===== src/rtl/lcd_stream_writer.sv =====
// ============================================================================
// lcd_stream_writer : HD44780 instruction/string serialiser with timed E strobe
// Rev 1.0
// ============================================================================
`default_nettype none

module lcd_stream_writer #(
  parameter int CHARS  = 4,
  parameter int BUS4   = 0,
  parameter int T_AS   = 2,
  parameter int T_EH   = 12,
  parameter int T_H    = 2,
  parameter int T_NIB  = 2,
  parameter int T_WAIT = 2000,
  parameter int T_LONG = 82000
) (
  input  logic                         i_clk,
  input  logic                         i_rst_n,
  input  logic                         i_valid,
  output logic                         o_ready,
  input  logic                         i_chr,
  input  logic [7:0]                   i_cmd,
  input  logic [CHARS*8-1:0]           i_data,
  input  logic [$clog2(CHARS+1)-1:0]   i_len,
  output logic [7:0]                   o_data,
  output logic                         o_E,
  output logic                         o_RS,
  output logic                         o_RW,
  output logic                         o_done
);

  localparam int LW   = $clog2(CHARS + 1);
  localparam int M1   = (T_LONG > T_WAIT) ? T_LONG : T_WAIT;
  localparam int M2   = (M1 > T_EH) ? M1 : T_EH;
  localparam int M3   = (M2 > T_AS) ? M2 : T_AS;
  localparam int M4   = (M3 > T_H) ? M3 : T_H;
  localparam int MAXT = (M4 > T_NIB) ? M4 : T_NIB;
  localparam int CW   = $clog2(MAXT + 1);

  typedef enum logic [2:0] {
    IDLE  = 3'd0,
    SETUP = 3'd1,
    PULSE = 3'd2,
    HOLD  = 3'd3,
    GAP   = 3'd4,
    WAIT  = 3'd5,
    DONE  = 3'd6
  } state_t;

  state_t               state, state_n;
  logic [CW-1:0]        cnt, cnt_n;
  logic [LW-1:0]        idx, idx_n;
  logic                 nib, nib_n;
  logic                 chr_q;
  logic [7:0]           cmd_q;
  logic [CHARS*8-1:0]   data_q;
  logic [LW-1:0]        n_bytes;
  logic [7:0]           data_n;
  logic                 rs_n;
  logic                 accept;
  logic [LW-1:0]        len_clamped;
  logic                 long_wait;
  logic [CW-1:0]        wait_load;
  logic                 last_byte;

  function automatic logic [7:0] pick(input logic chr, input logic [7:0] cmd,
                                      input logic [CHARS*8-1:0] d, input logic [LW-1:0] k);
    pick = cmd;
    if (chr) begin
      for (int i = 0; i < CHARS; i++) begin
        if (k == LW'(i)) pick = d[i*8 +: 8];
      end
    end
  endfunction

  // In 4-bit mode only the upper half of the bus carries data.
  function automatic logic [7:0] bus(input logic [7:0] b, input logic low);
    if (BUS4 == 0) bus = b;
    else           bus = low ? {b[3:0], 4'h0} : {b[7:4], 4'h0};
  endfunction

  assign accept      = i_valid && o_ready;
  assign len_clamped = (i_len > LW'(CHARS)) ? LW'(CHARS) : i_len;
  assign long_wait   = !chr_q && (cmd_q[7:2] == 6'd0) && (cmd_q[1:0] != 2'd0);
  assign wait_load   = long_wait ? CW'(T_LONG - 1) : CW'(T_WAIT - 1);
  assign last_byte   = ({1'b0, idx} + (LW+1)'(1)) >= {1'b0, n_bytes};
  assign o_RW        = 1'b0;

  always_comb begin
    state_n = state;
    cnt_n   = cnt;
    idx_n   = idx;
    nib_n   = nib;
    data_n  = o_data;
    rs_n    = o_RS;
    case (state)
      IDLE, DONE: begin
        state_n = IDLE;
        if (accept) begin
          idx_n = '0;
          nib_n = 1'b0;
          if (i_chr && (len_clamped == '0)) begin
            state_n = WAIT;
            cnt_n   = '0;
          end else begin
            state_n = SETUP;
            cnt_n   = CW'(T_AS - 1);
            rs_n    = i_chr;
            data_n  = bus(pick(i_chr, i_cmd, i_data, LW'(0)), 1'b0);
          end
        end
      end
      SETUP: begin
        if (cnt == '0) begin
          state_n = PULSE;
          cnt_n   = CW'(T_EH - 1);
        end else cnt_n = cnt - CW'(1);
      end
      PULSE: begin
        if (cnt == '0) begin
          state_n = HOLD;
          cnt_n   = CW'(T_H - 1);
        end else cnt_n = cnt - CW'(1);
      end
      HOLD: begin
        if (cnt == '0) begin
          if ((BUS4 != 0) && !nib) begin
            state_n = GAP;
            cnt_n   = CW'(T_NIB - 1);
          end else begin
            state_n = WAIT;
            cnt_n   = wait_load;
          end
        end else cnt_n = cnt - CW'(1);
      end
      GAP: begin
        if (cnt == '0) begin
          state_n = SETUP;
          cnt_n   = CW'(T_AS - 1);
          nib_n   = 1'b1;
          data_n  = bus(pick(chr_q, cmd_q, data_q, idx), 1'b1);
        end else cnt_n = cnt - CW'(1);
      end
      WAIT: begin
        if (cnt == '0) begin
          if (last_byte) begin
            state_n = DONE;
          end else begin
            state_n = SETUP;
            cnt_n   = CW'(T_AS - 1);
            idx_n   = idx + LW'(1);
            nib_n   = 1'b0;
            data_n  = bus(pick(chr_q, cmd_q, data_q, idx + LW'(1)), 1'b0);
          end
        end else cnt_n = cnt - CW'(1);
      end
      default: state_n = IDLE;
    endcase
  end

  always_ff @(posedge i_clk or negedge i_rst_n) begin
    if (!i_rst_n) begin
      state   <= IDLE;
      cnt     <= '0;
      idx     <= '0;
      nib     <= 1'b0;
      chr_q   <= 1'b0;
      cmd_q   <= '0;
      data_q  <= '0;
      n_bytes <= '0;
      o_E     <= 1'b0;
      o_RS    <= 1'b0;
      o_data  <= '0;
      o_done  <= 1'b0;
      o_ready <= 1'b1;
    end else begin
      state   <= state_n;
      cnt     <= cnt_n;
      idx     <= idx_n;
      nib     <= nib_n;
      o_RS    <= rs_n;
      o_data  <= data_n;
      // Strobe/handshake outputs are decoded from the next state so they stay registered.
      o_E     <= (state_n == PULSE);
      o_done  <= (state_n == DONE);
      o_ready <= (state_n == IDLE) || (state_n == DONE);
      if (accept) begin
        chr_q   <= i_chr;
        cmd_q   <= i_cmd;
        data_q  <= i_data;
        n_bytes <= i_chr ? len_clamped : LW'(1);
      end
    end
  end

endmodule

`default_nettype wire


===== config.mk =====
export PLATFORM = sky130hd
export DESIGN_NAME = lcd_stream_writer
export DESIGN_NICKNAME = d
export VERILOG_FILES = /design/src/rtl/lcd_stream_writer.sv
export SDC_FILE = /design/constraint.sdc
export NUM_CORES = 1
export LEC_CHECK = 0
export BUFFER_PORTS_ARGS = -buffer_cell sky130_fd_sc_hd__buf_4
export CORE_AREA = 2 2 98 100
export CTS_CLUSTER_DIAMETER = 60
export DETAILED_ROUTE_END_ITERATION = 8
export DIE_AREA = 0 0 100 102
export GPL_ROUTABILITY_DRIVEN = 0
export PLACE_DENSITY = 0.87
export SETUP_SLACK_MARGIN = 0.4
export SKIP_CTS_REPAIR_TIMING = 1
export SLEW_MARGIN = 10
export SYNTH_ARGS = -nofsm -noshare
export SYNTH_HDL_FRONTEND = slang
export SYNTH_SLANG_ARGS = --single-unit
export TNS_END_PERCENT = 5

===== constraint.sdc =====
create_clock -name i_clk -period 2.3 [get_ports i_clk]
set_input_delay 0.23 -clock i_clk [delete_from_list [all_inputs] [get_ports i_clk]]
set_output_delay 0.23 -clock i_clk [all_outputs]
set_load 0.05 [all_outputs]

==> flow_summary_export.csv <==
group,metric,value,unit
clock_network,cts_sinks,79,
synthesis,yosysTopAreaCell,"dfrtp_1",
floorplan,core-area,9109,um2
grt,grt_max_degree,48,
timing,timing.final.crit_share,1.060,
synthesis,synth_cell_types,67,
clock_network,cts_root_buffer,"clkbuf_8",
synthesis,ys_warn_count,0,
timing,clock_skew,23.92,ps
grt,grt_pass1_wl,20700,um
pwr,peakVddDrop,295.2,uV
synthesis,netlist_area,4689,um2
grt,antenna_found_initial,0,
worst_setup_path,cp-start-kind,"flop",
worst_setup_path,critPathRequiredTime,2580,ps
detailed_routing,vias,4350,
detailed_routing,drt-total-wl,13250,um
detailed_routing,routedWlPerCell,19.45,um
floorplan,placementRows,35,
synthesis,synth_nets,529,
layout,drive_above_1_share,0.3789,
run_status,status,"finished, violations left",
worst_setup_path,crit_path_end_kind,"flop",
timing,slew-limit-headroom,0.5724,
placed_design,dp_slack,-95.76,ps
flow_run,drv_cap,0,
layout,nNetsFinal,622,
clock_network,clockBufferDepth,2,
timing,rsz0062_at_grt,"true",
synthesis,synth_edf_count,0,
run_status,violations,"setup timing",
clock_network,clkSlewWorstSetupHoldPaths,90,ps
timing,setup_viol,25,
placed_design,dpl.hpwl,9127,um
clock_network,clkLatencyLatePin,370,ps
worst_setup_path,worstPathArrival,2710,ps
worst_setup_path,path_class,"reg2reg",
pwr,power_density,476.8,nW/um2
layout,fillCellCount,675,
timing,timing_hold_violations_final,0,
grt,first_global_vias,4267,
synthesis,yosysSeqAreaShare,0.4218,
synthesis,yosys.area.top_type_share,0.4162,
synthesis,ys_async_sr_fraction,1.000,
synthesis,ys_ff_latch,79,
detailed_routing,drc,0,
synthesis,ys.flop_type,"dfrtp_1",
layout,finalNonFillerCells,681,
detailed_routing,ant_nets,0,
timing,slew_violations,0,
synthesis,synthCells,472,
min_path,hold_path.class,"in2reg",
detailed_routing,vias_per_cell,6.388,
grt,grt_use_total,0.2568,
clock_network,cts_tree,"yes",
synthesis,avgSynthCellArea,9.935,um2
floorplan,dieWidth,100,um
floorplan,io_pins,60,
pwr,p_leak,2.714,nW
detailed_routing,first_pass_iters,5,
timing,timing.fmax,410.1,MHz
clock_network,h-tree-depth,3,
synthesis,synthTopCellsByArea,"dfrtp_1, mux2_2, o21ai_0",
worst_setup_path,path_max_fanout,4,
floorplan,initial_core_util,0.5148,
layout,syn2layout_area_growth,26.44,%
timing,fin_crit,2439,ps
placed_design,place_inst,657,
placed_design,io_buffer_count,58,
layout,fin_util,0.6510,
timing,worst_pin_slew,641.4,ps
detailed_routing,drtIter0Drc,376,
floorplan,dieArea,10200,um2
layout,antennaDiodeCount,0,
grt,grt-ovfl-total,0,
clock_network,numCtsBuffers,9,
floorplan,die_h,102,um
timing,fin_ws,-138.7,ps
## final cells by class
type                            instances  area [um2]  share of cell area
Tap cell                              111       138.9             0.02342
Timing Repair Buffer                  111       875.8              0.1477
Inverter                               11       42.54            0.007175
Multi-Input combinational cell        353        2680              0.4520
Clock inverter                          5       81.33             0.01372
Sequential cell                        79        1979              0.3338
Clock buffer                           11       131.4             0.02216
## cells in the final DEF, fill, tap and decap left out, types with 4 or more instances in the layout
cell,n
o21ai_0,33
nor3_1,8
ha_1,7
nand3_1,9
a31oi_1,20
mux2_2,42
nor2_1,40
a21boi_0,7
o31ai_1,4
nand2_1,13
o21ai_2,9
a21o_1,8
dfrtp_1,77
a211o_1,8
buf_4,104
o221ai_1,8
mux2i_1,16
and3_1,7
inv_1,8
nor3b_1,4
buf_6,4
o22ai_1,7
clkbuf_8,9
or3_1,4
nand2b_1,13
a21oi_1,23
## flip-flops by register name, indices dropped and copies added, names as in the netlist, 3 cells and up
signal / flops
o_data: 8
cnt: 17
state: 3
idx: 3
data_q: 32
cmd_q: 8
n_bytes: 3
## per-stage QoR
| stage | setup TNS (ps) | power (mW) | hold WS [ps] | instance area (um2) |
|---|---|---|---|---|
| finish | -1502 | 2.827 | 100.1 | 5929 |
| global route | -3376 | 2.916 | 91.71 | 5929 |
| CTS | -1087 | 2.828 | -94.07 | 5746 |
| detailed placement | -488.7 | 1.700 | 298.8 | 5533 |
| global placement | 0 | 1.690 | 288.2 | 5533 |
| floorplan | 0 | 1.570 | -65.59 | 4736 |
## worst max-delay path, cell delays in order, from the launching register on
cell and delay (ps):
dfrtp_2 450, ha_4 180, ha_4 270, inv_2 40
ha_4 250, o21ai_2 40, o21a_2 240, buf_4 150
a2111o_1 400, and3_4 180, nor3b_2 170
## where the power goes
part,internal [mW],leakage (nW),switching [mW],total [mW]
logic,0.116,1.66,0.0879,0.204
registers,1.43,0.955,0.0451,1.47
clock network,0.615,0.104,0.536,1.15
## cell usage after synthesis, types with 8 or more instances
master	count
dfrtp_1	78
mux2_2	43
nor2_1	41
o21ai_0	39
a21oi_1	23
a31oi_1	20
clkbuf_1	20
mux2i_1	16
nand2_1	15
nand2b_1	14
ha_1	10
inv_1	9
nand3_1	9
a211o_1	8
a21o_1	8
and3_1	8
nor3_1	8
o221ai_1	8
## path summary, 6_finish.rpt
path                            start    endpoint  slack (ps)  depth (start not counted)
setup reg to reg               idx[0]         o_E        -140                         10
max in group asynchronous     i_rst_n     o_ready        1170                          3
min in group asynchronous     i_rst_n      cnt[3]         430                          2
setup / recovery               idx[0]         o_E        -140                         10
hold reg to reg            n_bytes[0]  n_bytes[0]         500                          1
hold / removal             i_data[18]  data_q[18]         100                          2
## metal layers
metal / vias to the layer above / track usage / part of all wire
met4: 0 / 0.1328 / 0.049
met2: 240 / 0.4335 / 0.48
met3: 53 / 0.04856 / 0.073
met1: 2113 / 0.3166 / 0.39
met5: - / 0 / 0
li1: 1944 / - / -
## logic make-up (layout without fill, tap and decap cells)
logic type / count (synthesis) / in the layout / share of synthesized area
compound gates: 149 / 149 / 0.2124
other cells: 1 / 1 / 0.0007997
flops: 79 / 79 / 0.4218
buf+inv: 41 / 138 / 0.04082
fa+ha+maj: 10 / 10 / 0.02668
simple gates: 133 / 134 / 0.1601
mux: 59 / 59 / 0.1374
No activity file was read; power rests on OpenSTA's default activity.
